`config.mk`:
```
export PLATFORM = sky130hd
export DESIGN_NAME = boot_loader_ctrl
export DESIGN_NICKNAME = d
export VERILOG_FILES = /design/src/rtl/boot_loader_ctrl.sv
export SDC_FILE = /design/constraint.sdc
export NUM_CORES = 1
export LEC_CHECK = 0
export CORE_MARGIN = 5
export CORE_UTILIZATION = 41
export DETAILED_ROUTE_END_ITERATION = 12
export PLACE_DENSITY = 0.57
export SETUP_SLACK_MARGIN = 0.02
export SLEW_MARGIN = 20
export SYNTH_ARGS = -nofsm -noshare
export SYNTH_HDL_FRONTEND = slang
export SYNTH_SLANG_ARGS = --single-unit
```
`constraint.sdc`:
```
create_clock -name clk_in -period 5.3 [get_ports clk_in]
set_input_delay 1.06 -clock clk_in [delete_from_list [all_inputs] [get_ports clk_in]]
set_output_delay 1.06 -clock clk_in [all_outputs]
set_load 0.1 [all_outputs]
```
`src/rtl/boot_loader_ctrl.sv`:
```
// boot_loader_ctrl: receives a program image as a byte stream and writes it
// word-by-word into instruction memory. Once the image checksum matches, the
// processor clock enable is raised and held until reset. Any error keeps the
// core gated.
// The image is a 16-bit big-endian word count N, then 4*N data bytes, then
// one checksum byte (sum of the data bytes, mod 256).
module boot_loader_ctrl #(
  parameter int ADDR_W      = 10,
  parameter int TIMEOUT_CYC = 65535
) (
  input  logic              clk_in,
  input  logic              rst_async_n,
  input  logic              boot_start,
  input  logic [7:0]        rx_data,
  input  logic              rx_valid,
  output logic              rx_ready,
  output logic [ADDR_W-1:0] imem_addr,
  output logic [31:0]       imem_wdata,
  output logic              imem_we,
  output logic              en_clk_div8,
  output logic              boot_busy,
  output logic              boot_err
);

  localparam logic [2:0] S_IDLE   = 3'd0;
  localparam logic [2:0] S_HDR_HI = 3'd1;
  localparam logic [2:0] S_HDR_LO = 3'd2;
  localparam logic [2:0] S_DATA   = 3'd3;
  localparam logic [2:0] S_WR     = 3'd4;
  localparam logic [2:0] S_CSUM   = 3'd5;
  localparam logic [2:0] S_DONE   = 3'd6;
  localparam logic [2:0] S_ERR    = 3'd7;

  localparam logic [31:0] MAX_WORDS = 32'(1) << ADDR_W;
  localparam int          TW        = $clog2(TIMEOUT_CYC + 1);

  logic [1:0]        r_rstSync;
  logic [2:0]        r_state;
  logic [7:0]        r_lenHi;
  logic [15:0]       r_wordsLeft;
  logic [ADDR_W-1:0] r_idx;
  logic [1:0]        r_byteCnt;
  logic [23:0]       r_word;
  logic [7:0]        r_sum;
  logic [TW-1:0]     r_tmo;
  logic [ADDR_W-1:0] r_imemAddr;
  logic [31:0]       r_imemWdata;
  logic              r_imemWe;
  logic              r_enClk;

  logic              w_rstN;
  logic              w_rxState;
  logic              w_accept;
  logic              w_expire;
  logic [15:0]       w_hdrLen;

  assign w_rstN    = r_rstSync[1];
  assign w_rxState = (r_state == S_HDR_HI) || (r_state == S_HDR_LO) ||
                     (r_state == S_DATA)   || (r_state == S_CSUM);
  assign w_accept  = rx_valid && w_rxState;
  assign w_expire  = (r_tmo == TW'(TIMEOUT_CYC - 1));
  assign w_hdrLen  = {r_lenHi, rx_data};

  assign rx_ready    = w_rxState;
  assign boot_busy   = w_rxState || (r_state == S_WR);
  assign boot_err    = (r_state == S_ERR);
  assign imem_addr   = r_imemAddr;
  assign imem_wdata  = r_imemWdata;
  assign imem_we     = r_imemWe;
  assign en_clk_div8 = r_enClk;

  // Reset asserts immediately but is released only after two clean clk_in edges.
  always_ff @(posedge clk_in or negedge rst_async_n) begin
    if (!rst_async_n) r_rstSync <= 2'b00;
    else              r_rstSync <= {r_rstSync[0], 1'b1};
  end

  // Inactivity counter: counts cycles without an accepted byte while receiving.
  always_ff @(posedge clk_in or negedge w_rstN) begin
    if (!w_rstN)            r_tmo <= '0;
    else if (!w_rxState)    r_tmo <= '0;
    else if (w_accept)      r_tmo <= '0;
    else                    r_tmo <= r_tmo + TW'(1);
  end

  // Main sequencer: header decode, word assembly, memory writes and checksum.
  always_ff @(posedge clk_in or negedge w_rstN) begin
    if (!w_rstN) begin
      r_state     <= S_IDLE;
      r_lenHi     <= '0;
      r_wordsLeft <= '0;
      r_idx       <= '0;
      r_byteCnt   <= '0;
      r_word      <= '0;
      r_sum       <= '0;
      r_imemAddr  <= '0;
      r_imemWdata <= '0;
      r_imemWe    <= 1'b0;
      r_enClk     <= 1'b0;
    end else begin
      case (r_state)
        S_IDLE, S_ERR: begin
          if (boot_start) begin
            r_state   <= S_HDR_HI;
            r_idx     <= '0;
            r_sum     <= '0;
            r_byteCnt <= '0;
          end
        end
        S_HDR_HI: begin
          if (w_accept) begin
            r_lenHi <= rx_data;
            r_state <= S_HDR_LO;
          end else if (w_expire) begin
            r_state <= S_ERR;
          end
        end
        S_HDR_LO: begin
          if (w_accept) begin
            r_wordsLeft <= w_hdrLen;
            r_byteCnt   <= '0;
            if (w_hdrLen == 16'd0)                   r_state <= S_CSUM;
            else if ({16'd0, w_hdrLen} > MAX_WORDS)  r_state <= S_ERR;
            else                                     r_state <= S_DATA;
          end else if (w_expire) begin
            r_state <= S_ERR;
          end
        end
        S_DATA: begin
          if (w_accept) begin
            r_word    <= {r_word[15:0], rx_data};
            r_sum     <= r_sum + rx_data;
            r_byteCnt <= r_byteCnt + 2'd1;
            if (r_byteCnt == 2'd3) begin
              r_imemAddr  <= r_idx;
              r_imemWdata <= {r_word, rx_data};
              r_imemWe    <= 1'b1;
              r_state     <= S_WR;
            end
          end else if (w_expire) begin
            r_state <= S_ERR;
          end
        end
        S_WR: begin
          r_imemWe    <= 1'b0;
          r_idx       <= r_idx + ADDR_W'(1);
          r_wordsLeft <= r_wordsLeft - 16'd1;
          if (r_wordsLeft == 16'd1) r_state <= S_CSUM;
          else                      r_state <= S_DATA;
        end
        S_CSUM: begin
          if (w_accept) begin
            if (rx_data == r_sum) begin
              r_state <= S_DONE;
              r_enClk <= 1'b1;
            end else begin
              r_state <= S_ERR;
            end
          end else if (w_expire) begin
            r_state <= S_ERR;
          end
        end
        S_DONE: begin
          r_state <= S_DONE;
        end
        default: r_state <= S_IDLE;
      endcase
    end
  end

endmodule

```
# Word level (Yosys, flattened, before mapping)
# Cells that the tools add are included.
# word_totals
register_bits,133
input_bits,12
elab_cells,86
# classes
reduce_logical,23
n_eq_ne,16
add_sub_neg,5
order_cmp,1
muxes,28
# ops
operator,count
2-to-1 mux 16 bit,3
one-hot mux 16 bit (2 select lines),1
2-to-1 mux 3 bit,10
one-hot mux 3 bit (7 select lines),1
one-hot mux 10 bit (2 select lines),1
adder 16 x 1 -> 16 bit (second input constant),1
equality test 16 x 1 -> 1 bit (second input constant),1
equality test 16 bit (second input constant),1
> comparator 16 x 11 -> 1 bit (second input constant),1
logical NOT 16 bit,1
2-to-1 mux 8 bit,2
one-hot mux 8 bit (2 select lines),1
subtractor 16 x 1 -> 16 bit (second input constant),1
equality test 3 bit (second input constant),4
AND reduction 3 bit,4
adder 10 x 1 -> 10 bit (second input constant),1
2-to-1 mux 10 bit,1
AND reduction 2 bit,5
adder 8 bit,1
equality test 8 bit,1
nonzero test 2 bit,4
equality test 3 x 2 -> 1 bit (second input constant),2
2-to-1 mux 2 bit,3
!= test 2 bit (second input constant),3
other kinds (14),19

# Logic depth before layout (Yosys ltp)
# Gate-level depths: netlist of run 1.
# depth
word_depth,7
depth_mapped,7
depth_no_buf,7

# Worst setup path before layout of run 1
# OpenSTA, ideal clock, no wires.
# synth_timing
path_kind,reg-to-output
start,reg r_state[1]
end,out boot_busy
path_buffers,0
arrival_time_ps,3010
path_slack_ps,1230
stages_incl_launch_ff,4
path_cell_list,dfrtp_1 > nor2_1 > a21oi_1 > nand2b_1
# synth_between
elab_chain_len,5
# synth_rtl
element,line_no,rtl
from (decl),38,logic [2:0] r_state;
from (signal assigned),89,r_state <= S_IDLE;
from (signal assigned),104,r_state <= S_HDR_HI;
from (signal assigned),113,r_state <= S_HDR_LO;
equality test 3 x 1 -> 1 bit / equality test 3 x 2 -> 1 bit (equally long branches),58,assign w_rxState = (r_state == S_HDR_HI) || (r_state == S_HDR_LO) ||
logical OR 1 bit (2 in a row),58,
logical OR 1 bit *,59,(r_state == S_DATA) || (r_state == S_CSUM);
named net rx_ready,16,"output logic rx_ready,"
logical OR 1 bit *,65,assign boot_busy = w_rxState || (r_state == S_WR);
to (decl),21,"output logic boot_busy,"
# Mark *: on every way through the listed nets, which the timed path passes. The rest lies on a longest branch.

# Final worst setup path of run 1
# layout_timing
start,reg r_state[1]
end,out boot_busy
# layout_between
elab_chain_len,5
# layout_rtl
element,line_no
equality test 3 x 1 -> 1 bit / equality test 3 x 2 -> 1 bit (equally long branches),58
logical OR 1 bit (2 in a row),58
logical OR 1 bit,59
logical OR 1 bit *,65
# Every way passes the cells marked *; elsewhere a longest branch is shown, timed or not.

==> impl_summary.txt, run 1 <==
----------------------------------------------------
[Run status]
  Result of the run ... complete, no violations

[STA]
  Maximum operating frequency ... 233 MHz
  Number of pins exceeding their max-slew limit in the final report ... 0
  Slew @ Worst Pin ... 1.02 ns
  Final TNS setup ... 0 ns
  Worst hold margin ... 0.306 ns
  Final critical delay including setup and external delays ... 4.29 ns
  Share of the clock period used by the worst path after layout ... between 80% and 90%
  Relative slew slack ... 31.8%
  Clock skew ... roughly 0.0087 ns
  Number of endpoints with negative hold slack in the final report ... 0
  Setup violations, final ... 0
  RSZ-0062 raised after global routing ... no

[Setup path]
  Critical Path End Type ... primary output
  Kind of start point of the critical path ... flip-flop
  Arrival time worst endpoint ... roughly 3.2 ns
  WP data required ... between 4 and 5 ns
  Critical path fanouts, max ... 17
  WS Path Type ... flip-flop to primary output

[Logic synthesis]
  Largest area contributor in the netlist ... sky130_fd_sc_hd__dfrtp_1
  Compound-cell area share of the yosys netlist ... roughly a tenth
  Number of enable-type register cells in the synthesized netlist ... 0
  Post-synthesis simple-gate area fraction ... between 10% and 20%
  Adder and majority gate portion of the synthesized area ... 2.96%
  Leading post-synthesis cells by instance count ... 133 x sky130_fd_sc_hd__dfrtp_1, 109 x sky130_fd_sc_hd__nand2_1, 49 x sky130_fd_sc_hd__nor2_1
  Portion of synthesized cell area occupied by the leading cell type ... a little over half
  Sequential element share of the synthesized area ... 54.0%
  Dominant cells by area after synthesis ... sky130_fd_sc_hd__dfrtp_1 54%, sky130_fd_sc_hd__nand2_1 6.6%, sky130_fd_sc_hd__mux2_1 5.5%
  Async set-or-reset flop fraction in the synthesized netlist ... 100%
  Netlist cell types ... between 60 and 70
  Number of synthesized register bits ... approximately 130
  Post-synthesis instance area ... between 6000 and 7000 µm²
  Yosys Warn Count ... 0
  Most used flip-flop cell after synthesis ... sky130_fd_sc_hd__dfrtp_1
  Synthesized-area fraction occupied by xor and xnor cells ... around 2.6%
  Fraction of synthesized area in multiplexers ... ~9.6%
  Number of standard cells after synthesis ... a little under 600
  Number of nets in the synthesized netlist ... between 600 and 700
  Library cell with the highest instance count after synthesis ... sky130_fd_sc_hd__dfrtp_1
  Syn avg cell area ... ~10 µm²
  Main combinational cell family by area after synthesis ... simple AND/OR/NAND/NOR gates

[Clock tree]
  Cts bufs inserted ... 17
  Clock root cell ... sky130_fd_sc_hd__clkbuf_16
  Clock tree from TritonCTS ... done
  Hold-fix buffer count after cts ... 0
  Maximum clock path buffer count ... 2
  Total of cells resized after clock tree synthesis ... 0
  Post-CTS setup buffer count ... 0
  Number of levels in the clock H-tree ... 4
  Insertion delay to the later sink of the worst-skew pair ... 0.41 ns
  Clock slew at reported path FFs ... roughly 0.050 ns
  Total number of clock tree sinks ... 133

[Cells and area]
  Diodes inserted ... 0
  Area growth syn-to-layout ... 22.5%
  Share of post-route cells with drive strength above 1 ... roughly a tenth
  Final layout net count ... approximately 670
  Post-route cell area ... around 7500 µm²

[Route]
  First-iteration detailed-routing DRC count ... between 200 and 300
  Number of vias in the routed layout ... roughly 4600
  Total length of routed wires ... 13.9 mm
  Detail-routed net length per standard cell ... roughly 16 µm
  DRC violation count after routing ... 0
  Pre-Repair DR Iteration Count ... 7
  Vias per cell ... ~5.5
  Antenna viol nets, final ... 0

[Global routing]
  First-pass GRT wire length ... 23.3 mm
  Overflow left after global routing ... 0
  Initial antenna violation count ... 0
  Global-route usage over all layers ... approximately 16%
  Pin count of the biggest net entering global routing ... 83
  Via count of the first global-routing pass ... around 4500

[Floorplanning]
  Effective utilization at floorplan ... about 42%
  Die outline area ... around 18000 µm²
  Chip Height ... 133 µm
  Number of standard-cell rows in the floorplan ... 44
  I/O pin count ... around 60
  Placeable core region ... ~15000 µm²
  Die span in x ... 133 µm

[Placement]
  Global placer's final weighted congestion ... 0.817
  Count of input and output buffers ... between 50 and 60
  Dpl hpwl ... about 9.4 mm
  Post-DP Area ... a little under 7000 µm²

[Power and ir drop]
  Total power divided by cell area ... about 600 nW/µm²
  Largest voltage drop on the vdd net ... between 0.2 and 0.3 mV
  Leak ... 3.51 nW

[Hold path]
  Worst min-delay path class ... flip-flop to asynchronous set/reset pin

[Run]
  Max-cap viol count ... 0

----------------------------------------------------
==> placed cells by master (no fill, tap or decap), types with 6 or more instances in the layout <==
cell type,n
sky130_fd_sc_hd__inv_1,12
sky130_fd_sc_hd__nor2_1,49
sky130_fd_sc_hd__nand3_1,26
sky130_fd_sc_hd__o211ai_1,6
sky130_fd_sc_hd__xor2_1,10
sky130_fd_sc_hd__clkdlybuf4s50_1,58
sky130_fd_sc_hd__nand2_1,109
sky130_fd_sc_hd__nand4_1,12
sky130_fd_sc_hd__xnor2_1,8
sky130_fd_sc_hd__mux2_1,30
sky130_fd_sc_hd__nor3_1,10
sky130_fd_sc_hd__ha_1,13
sky130_fd_sc_hd__mux2_2,20
sky130_fd_sc_hd__a21oi_1,14
sky130_fd_sc_hd__clkbuf_16,17
sky130_fd_sc_hd__o21ai_0,32
sky130_fd_sc_hd__dfrtp_1,132
==> final timing paths <==
path,slack (ns),from,cells past startpoint,endpoint
min in group clk_in,0.35,r_rstSync[0],0,r_rstSync[1]
worst min register to register,0.31,r_rstSync[1],0,imem_wdata[6]
worst max-delay path,1.01,r_state[1],4,boot_busy
worst min-delay path,0.31,r_rstSync[1],0,imem_wdata[6]
max in group asynchronous,3.67,r_rstSync[1],2,r_word[8]
worst max register to register,2.69,r_state[2],5,r_wordsLeft[9]
==> layer usage <==
metal,wire length (µm),GRT usage [%],vias to the layer above
li1,-,-,2180
met3,680,4.33,31
met1,6640,22.8,2252
met5,0,0,-
met4,260,5.25,0
met2,6310,24.7,138
==> logic make-up after synthesis <==
logic type,count (synthesis)
flip-flops,133
buffers and inverters,35
other,1
AND/OR/NAND/NOR,246
multiplexers,53
XOR/XNOR,18
adder cells (fa/ha/maj),14
AO/OA/AOI/OAI,88
==> sequential cells by signal, indices dropped and copies added, names as in the netlist <==
register and count:
imem_wdata 32, r_sum 8, r_state 3, r_lenHi 8, imem_addr 10, r_byteCnt 2
r_rstSync 2, r_wordsLeft 16, r_word 24, r_idx 10, imem_we 1, en_clk_div8 1
r_tmo 16
==> final cells by class <==
cell class,count,area [µm²]
clock buffers,24,482
clock inverters,8,146
fillers,1325,7100
inverters,12,45.0
multi-input cells,420,2690
flip-flops and latches,133,3330
well taps,184,230
repair buffers,62,623
==> power by group <==
group	total, mW	internal (mW)	switching (mW)
logic	1.79	0.541	1.25
clock network	1.24	0.825	0.417
registers	1.62	1.32	0.294
==> metrics by stage <==
step / setup slack [ns] / power, mW / std cells / util, %
floorplan: 1.23 / 2.97 / 588 / -
global placement: 1.51 / 3.39 / 810 / 47.1
detailed placement: 1.46 / 3.42 / 810 / 47.1
CTS: 1.01 / 4.68 / 842 / 51.4
global route: 0.801 / 4.89 / 843 / 51.5
finish: 1.01 / 4.64 / 843 / 51.5
==> critical path: stages (launching register included) <==
cell	delay [ns]
sky130_fd_sc_hd__dfrtp_1	0.58
sky130_fd_sc_hd__nor2_1	0.42
sky130_fd_sc_hd__nand2_1	0.47
sky130_fd_sc_hd__nand2b_1	0.20
sky130_fd_sc_hd__clkdlybuf4s50_1	1.15
No activity file was read; power rests on OpenSTA's default activity.
==> run 2, diff against run 1 <==
PLACE_DENSITY = 0.6   (was 0.57)
clock period = 3.5 ns   (was 5.3 ns; I/O delays follow)
==> run 2 against run 1 <==
  * Worst setup slack got worse by 0.21 ns
  * Die area unchanged
  * Combinational power grew 54%
  * Largest power group unchanged
  * Highest routed layer unchanged
==> impl_summary.txt, run 2 (synthesis gave the netlist of run 1 again) <==
----------------------------------------------------
[Hold path]
  Launch point of the worst hold path ... r_rstSync[0]
  Hold Path Depth ... 0
  Worst min-delay path class ... flip-flop to flip-flop
  Hold-critical path endpoint ... r_rstSync[1]

[Setup path]
  R2r setup slk ... roughly 1.2 ns
  Worst reg2reg path endpoint ... r_wordsLeft[14]
  WS Path Type ... flip-flop to primary output
  Critical Path End Type ... primary output
  Arrival time worst endpoint ... around 2 ns
  Critical path fanouts, max ... 15
  Kind of start point of the critical path ... flip-flop
  Reg-to-Reg Start ... r_state[2]
  WP data required ... ~2.8 ns
  Cells on worst reg2reg path ... 5

[Floorplanning]
  Chip Height ... roughly 130 µm
  Die outline area ... ~18000 µm²
  Die span in x ... 133 µm
  Number of standard-cell rows in the floorplan ... 44
  Effective utilization at floorplan ... 42.1%
  Placeable core region ... ~15000 µm²
  I/O pin count ... between 50 and 60

[Route]
  DRC violation count after routing ... 0
  Antenna viol nets, final ... 0
  Number of vias in the routed layout ... 4587
  Detail-routed net length per standard cell ... between 15 and 20 µm
  Total length of routed wires ... between 10 and 15 mm
  Pre-Repair DR Iteration Count ... 5
  Vias per cell ... 5.39
  First-iteration detailed-routing DRC count ... about 320

[Placement]
  Dpl hpwl ... just under 10 mm
  Post-DP Area ... about 7000 µm²
  Global placer's final weighted congestion ... between 0.8 and 0.9
  Count of input and output buffers ... slightly below 60

[Global routing]
  Pin count of the biggest net entering global routing ... between 50 and 60
  Met1 usage ... between 20% and 30%
  Most utilized layer in the global route result ... met2
  Grt met2 use ... between 20 and 30%
  Via count of the first global-routing pass ... roughly 4700
  Global-route usage over all layers ... 17.0%
  Overflow left after global routing ... 0
  Initial antenna violation count ... 0
  Met3 Resource Use GR ... between 4 and 5%
  First-pass GRT wire length ... 24.2 mm

[Clock tree]
  Hold-fix buffer count after cts ... 0
  Number of levels in the clock H-tree ... 4
  Total of cells resized after clock tree synthesis ... 0
  Total number of clock tree sinks ... approximately 130
  Post-CTS setup buffer count ... 0
  Clock slew at reported path FFs ... 0.06 ns
  Maximum clock path buffer count ... 2
  Insertion delay to the later sink of the worst-skew pair ... just over 0.4 ns
  Cts bufs inserted ... 17
  Clock root cell ... sky130_fd_sc_hd__clkbuf_16
  Clock tree from TritonCTS ... done

[Cells and area]
  Final layout net count ... between 600 and 700
  Most frequent standard cell in the layout excluding fill and tap cells ... sky130_fd_sc_hd__dfrtp_1
  Share of post-route cells with drive strength above 1 ... 11.8%
  Core occupancy in the finished layout ... around 52%
  Area growth syn-to-layout ... 22.6%
  Post-route cell area ... 7550 µm²
  Commonest cells after routing, fill and taps aside ... 132 x sky130_fd_sc_hd__dfrtp_1, 109 x sky130_fd_sc_hd__nand2_1, 52 x sky130_fd_sc_hd__clkdlybuf4s50_1
  # fillers ... about 1300
  Diodes inserted ... 0
  Largest register FFs ... 32

[STA]
  Final TNS setup ... 0 ns
  Clock skew ... ~0.0085 ns
  RSZ-0062 raised after global routing ... no
  Maximum operating frequency ... between 300 and 400 MHz
  Number of pins exceeding their max-slew limit in the final report ... 0
  Relative slew slack ... between 30% and 40%
  Setup violations, final ... 0
  Slew @ Worst Pin ... about 0.98 ns
  Share of the clock period used by the worst path after layout ... around 77%
  Final critical delay including setup and external delays ... 2.70 ns
  Number of endpoints with negative hold slack in the final report ... 0

[Run status]
  Result of the run ... complete, no violations

[Power and ir drop]
  Leak ... ~3.5 nW
  Total power divided by cell area ... just over 900 nW/µm²
  Pwr Total ... 6.88 mW
  Largest voltage drop on the vdd net ... between 0.4 and 0.5 mV

[Run]
  Max-cap viol count ... 0

----------------------------------------------------
-- run 2: cell count changes in the layout (fill, tap and decap cells not counted), sizes merged --
cell,before,now
buf,4,19
bufinv,4,1
clkbuf,24,27
clkdlybuf4s50,58,52
clkinvlp,1,0
-- run 2: worst max-delay path by stage --
stage,depth (start not counted),start,end
CTS,4,r_state[1],boot_busy
global route,4,r_state[1],boot_busy
floorplan,3,r_state[1],boot_busy
finish,4,r_state[1],boot_busy
global placement,7,rx_data[1],r_sum[5]
detailed placement,8,rx_data[0],r_sum[6]
-- run 2: area by class of cell --
class / count / area (µm²) / share of cell area (%)
inverter: 12 / 45.0 / 0.596
multi-input combinational: 420 / 2690 / 35.6
clock inverter: 4 / 45.0 / 0.596
timing repair buffer: 71 / 701 / 9.27
clock buffer: 27 / 513 / 6.79
sequential: 133 / 3330 / 44.1
tap: 184 / 230 / 3.05
-- run 2: per-layer routing --
metal / part of all wire [%] / vias to the layer above
met2: 48 / 108
met4: 1.2 / 0
met3: 5.3 / 11
met5: 0 / -
met1: 46 / 2273
li1: - / 2195
-- run 2: stage by stage --
step / hold slack (ns) / setup slack (ns) / instances
6_report: 0.347 / 0.804 / 851
5_1_grt: 0.366 / 0.668 / 851
4_1_cts: 0.350 / 0.805 / 851
3_5_place_dp: 0.337 / 0.644 / 820
3_3_place_gp: 0.336 / 0.713 / 820
2_1_floorplan: 0.331 / 0.453 / 588
-- run 2: worst max-delay path, cell delays in order (launching register included) --
cell	delay [ns]
sky130_fd_sc_hd__dfrtp_1	0.58
sky130_fd_sc_hd__nor2_1	0.48
sky130_fd_sc_hd__nand2_1	0.16
sky130_fd_sc_hd__nand2b_1	0.17
sky130_fd_sc_hd__buf_12	0.19
-- run 2: power by group --
group / internal, mW / leakage [nW] / switching, mW
logic: 0.845 / 1.51 / 1.91
clock network: 1.06 / 0.277 / 0.608
registers: 2.00 / 1.74 / 0.453
